--- src/rtl/ff_pkg.sv ---
`default_nettype none
// ============================================================================
//  Module   : ff_pkg
//  Purpose  : Shared mode encodings and per-bit next-state function for the
//             multimode flip-flop register.
//  Revision : 1.0  initial release
// ============================================================================
package ff_pkg;

  localparam logic [1:0] MODE_JK = 2'b00;
  localparam logic [1:0] MODE_D  = 2'b01;
  localparam logic [1:0] MODE_T  = 2'b10;
  localparam logic [1:0] MODE_SR = 2'b11;

  // Next value of one bit plus a flag for an illegal S=R=1 request.
  typedef struct packed {
    logic conflict;
    logic nxt;
  } ff_next_t;

  function automatic ff_next_t ff_next(input logic [1:0] mode,
                                       input logic       j,
                                       input logic       k,
                                       input logic       q);
    ff_next_t r;
    r.nxt      = q;
    r.conflict = 1'b0;
    case (mode)
      MODE_JK: begin
        case ({j, k})
          2'b01:   r.nxt = 1'b0;
          2'b10:   r.nxt = 1'b1;
          2'b11:   r.nxt = ~q;
          default: r.nxt = q;
        endcase
      end
      MODE_D:  r.nxt = j;
      MODE_T:  r.nxt = q ^ j;
      default: begin
        // SR: an S=R=1 request leaves the bit untouched and is reported.
        case ({j, k})
          2'b10:   r.nxt = 1'b1;
          2'b01:   r.nxt = 1'b0;
          2'b11:   r.conflict = 1'b1;
          default: r.nxt = q;
        endcase
      end
    endcase
    return r;
  endfunction

endpackage : ff_pkg
`default_nettype wire

--- src/rtl/ff_next_bit.sv ---
`default_nettype none
// ============================================================================
//  Module   : ff_next_bit
//  Purpose  : Combinational next-state slice for a single register bit.
//  Revision : 1.0  initial release
// ============================================================================
module ff_next_bit
  import ff_pkg::*;
(
  input  logic [1:0] mode_i,
  input  logic       j_i,
  input  logic       k_i,
  input  logic       q_i,
  output logic       q_next_o,
  output logic       conflict_o
);

  ff_next_t res;

  // Evaluate the shared per-bit rule for the currently sampled mode.
  always_comb begin
    res        = ff_next(mode_i, j_i, k_i, q_i);
    q_next_o   = res.nxt;
    conflict_o = res.conflict;
  end

endmodule : ff_next_bit
`default_nettype wire

--- src/rtl/multimode_ff_reg.sv ---
`default_nettype none
// ============================================================================
//  Module   : multimode_ff_reg
//  Purpose  : N-bit register with run-time JK/D/T/SR mode, clock enable,
//             synchronous clear, registered complement, change strobe and
//             sticky SR-conflict flag.
//  Revision : 1.0  initial release
// ============================================================================
module multimode_ff_reg
  import ff_pkg::*;
#(
  parameter int               WIDTH   = 8,
  parameter logic [WIDTH-1:0] RST_VAL = {WIDTH{1'b0}}
) (
  input  logic             CLK,
  input  logic             RST_n,
  input  logic             EN,
  input  logic             CLR,
  input  logic [1:0]       MODE,
  input  logic [WIDTH-1:0] J,
  input  logic [WIDTH-1:0] K,
  output logic [WIDTH-1:0] Q,
  output logic [WIDTH-1:0] Qn,
  output logic             CHG,
  output logic             SR_ERR
);

  logic [WIDTH-1:0] q_q, q_d;
  logic [WIDTH-1:0] qn_q, qn_d;
  logic             chg_q, chg_d;
  logic             sr_err_q, sr_err_d;
  logic [WIDTH-1:0] mode_next;
  logic [WIDTH-1:0] bit_conflict;

  genvar gi;
  generate
    for (gi = 0; gi < WIDTH; gi++) begin : g_bit
      ff_next_bit u_next (
        .mode_i     (MODE),
        .j_i        (J[gi]),
        .k_i        (K[gi]),
        .q_i        (q_q[gi]),
        .q_next_o   (mode_next[gi]),
        .conflict_o (bit_conflict[gi])
      );
    end
  endgenerate

  // Select next state with CLR over EN over hold; Qn comes from the same value.
  always_comb begin
    q_d      = q_q;
    chg_d    = 1'b0;
    sr_err_d = sr_err_q;
    if (CLR) begin
      q_d      = RST_VAL;
      chg_d    = (q_q != RST_VAL);
      sr_err_d = 1'b0;
    end else if (EN) begin
      q_d      = mode_next;
      chg_d    = (mode_next != q_q);
      sr_err_d = sr_err_q | ((MODE == MODE_SR) & (|bit_conflict));
    end
    qn_d = ~q_d;
  end

  // State registers with asynchronous active-low reset.
  always_ff @(posedge CLK or negedge RST_n) begin
    if (!RST_n) begin
      q_q      <= RST_VAL;
      qn_q     <= ~RST_VAL;
      chg_q    <= 1'b0;
      sr_err_q <= 1'b0;
    end else begin
      q_q      <= q_d;
      qn_q     <= qn_d;
      chg_q    <= chg_d;
      sr_err_q <= sr_err_d;
    end
  end

  assign Q      = q_q;
  assign Qn     = qn_q;
  assign CHG    = chg_q;
  assign SR_ERR = sr_err_q;

endmodule : multimode_ff_reg
`default_nettype wire

--- config.mk ---
export PLATFORM = sky130hd
export DESIGN_NAME = multimode_ff_reg
export DESIGN_NICKNAME = d
export VERILOG_FILES = /design/src/rtl/ff_pkg.sv /design/src/rtl/ff_next_bit.sv /design/src/rtl/multimode_ff_reg.sv
export SDC_FILE = /design/constraint.sdc
export NUM_CORES = 1
export LEC_CHECK = 0
export ABC_AREA = 1
export CORE_MARGIN = 3
export CORE_UTILIZATION = 32
export DETAILED_ROUTE_END_ITERATION = 6
export PLACE_DENSITY_LB_ADDON = 0.08
export SYNTH_ARGS = -nofsm -noshare
export SYNTH_HDL_FRONTEND = slang
export SYNTH_SLANG_ARGS = --single-unit
--- constraint.sdc ---
create_clock -name CLK -period 2.87 [get_ports CLK]
set_input_delay 0.574 -clock CLK [delete_from_list [all_inputs] [get_ports CLK]]
set_output_delay 0.574 -clock CLK [all_outputs]
set_load 0.05 [all_outputs]
==> metrics.txt <==
status=finished, final reports clean; Max Fanout on Critical Path=11; ANT cells=0; yosys warns=0; CP Capture Type=register; Net count, final=311; I/O pin count=40; clock latency on the worst-skew pair=0.25 ns; Clock Skew=0.00321 ns; Clock Pin Slew Worst Setup and Hold Paths=0.07 ns; gpl congestion=0.842; RSZ-0062 raised after global routing=no; initial antenna violation count=0; area leader, netlist=nand2_1; DRC violations left=0; max frequency=0.447 GHz; Main synth FF type=dfrtp_1; core area=4790 um^2; Post-CTS Resized=0; first-pass GRT wire length=6960 um; number of antenna-violating nets in the routed design=0; final setup fails=0; gr ovfl total=0; die area=5890 um^2; hold slack=0.501 ns; Pre-antenna DRT Iters=4; most common cell in the netlist=nand2_1; crit path time final=2.24 ns; Arrival @ worst endpoint=2.38 ns; Final Core Density=42.9%; Initial Util=33.4%; CTS tree=built; Routed WL=4100 um; P_leak=0.00106 uW; #FFs+latches synth=18; crit start category=input pin; largest net degree at the start of global routing=19; Clock Path Buffers=2; Area Growth Syn to Fin=28.4%; layout cells sized above 1=9.93%; gr usage total=14.8%; Seq/Total Area, Yosys=28.8%; Required @ worst endpoint=3.02 ns; Post-CTS Setup Bufs=0; Post-Syn Area per Cell=6.70 um^2; total CTS buffers=3; Sink Count=18; Die Width=76.7 um; H-tree depth=1; top cells by area, synth=nand2_1 20%, dfrtp_1 16%, dfstp_2 13%, ha_1 13%, nand3_1 9.4%; EDFF count, synth=0; max-cap violations=0; Area after DPL=2000 um^2; Setup WS pre-CTS=0.355 ns; Pwr Density=406 nW/um^2; Tightest Pin Transition=0.552 ns; # rows=25; Syn Nets=277; Fin. Hold Viols=0; Clock Tree Root=clkbuf_8; Crit Path Class=in2reg; top cells by count, synth=86 x nand2_1, 30 x nand3_1, 27 x inv_1, 16 x ha_1; worst rel slew slack=63.1%; asr flop ratio synth=100%; Post-Syn Instances=239; hold buffers post-CTS=0; Final Worst Setup Slack=0.632 ns; final instance area=2050 um^2; peak supply drop=0.000296 V; post-DP HPWL=3190 um; Final Cycle Share=78.0%; via count=1,539; WL/cell=12.1 um; Die H=76.7 um; cell area after synthesis=1600 um^2; Slew Limit Fails=0; Worst Hold Class=reg2reg; Detailed Route Iter0 Violations=67; total negative slack=0 ns; Via-to-Cell Ratio=4.54; number of global-route vias before repair=1,447; post-synth cell types=24; Yosys top cell area share=20.2%; I/O Buffers=39
-- flip-flops by register name, indices dropped and copies added, names as in the netlist --
name / cells
CHG: 1
Qn: 8
Q: 8
SR_ERR: 1
-- metal layers --
metal	up-vias	track usage [%]	part of all wire (%)
met3	2	3.99	5.2
met4	0	2.72	0.56
li1	823	-	-
met2	36	24.7	47
met1	678	19.3	47
met5	-	0	0
-- path summary, 6_finish.rpt --
path | endpoint | depth (start not counted) | from | slack, ns
setup / recovery | CHG | 14 | MODE[1] | 0.63
hold / removal | SR_ERR | 2 | SR_ERR | 0.50
setup reg to reg | CHG | 11 | Q[6] | 1.42
hold reg to reg | SR_ERR | 2 | SR_ERR | 0.50
max in group asynchronous | Qn[5] | 2 | RST_n | 1.96
min in group asynchronous | Q[1] | 2 | RST_n | 0.64
-- layout make-up --
type,instances,area (um^2)
inverter,36,136
clock buffer,4,55.1
timing repair buffer,41,405
fill,519,2730
sequential,18,460
tap,67,83.8
multi-input combinational,173,913
-- report_power, final --
part / internal [uW] / total (uW) / switching, uW
clock: 122 / 208 / 85.9
sequential: 280 / 297 / 16.6
combinational: 121 / 330 / 209
-- critical path, cell delays in order --
cell and delay (ns):
clkdlybuf4s50_1 0.73, inv_1 0.18, nor2_8 0.17, nand3_1 0.11
nand3_2 0.08, nand2_1 0.07, nand2_1 0.06, nand2_1 0.05
clkinv_1 0.05, nand2_1 0.05, nor2_1 0.09, nand2_1 0.06
nand2_1 0.05, nand2_1 0.05
-- metrics by stage --
stage | cells | total power, uW
global route | 339 | 899
floorplan | 239 | 529
CTS | 339 | 851
global placement | 335 | 635
detailed placement | 335 | 634
finish | 339 | 835
-- kinds of logic after synthesis --
kind of cell	Yosys count	synth area share, %
and+or+nand+nor	131	36.3
buffers and inverters	48	14.2
AOI/OAI and AO/OA	26	8.29
DFF	18	28.8
adders and majority gates	16	12.5
-- layout by cell type (no fill, tap or decap) --
cell,netlist,final
a211oi_1,1,1
a21oi_1,8,8
buf_4,8,2
clkbuf_8,0,4
clkdlybuf4s50_1,0,39
clkinv_1,1,1
clkinv_2,1,1
dfrtp_1,10,10
dfstp_2,8,8
ha_1,16,16
inv_1,27,27
inv_2,7,7
nand2_1,86,86
nand2_2,1,1
nand3_1,30,30
nand3_2,2,2
nand4_1,2,2
nor2_1,5,5
nor2_4,1,1
nor2_8,1,1
nor4_1,2,2
o21ai_0,10,10
o21ai_1,7,7
or2_1,1,1
(Power assumes the default switching activity.)
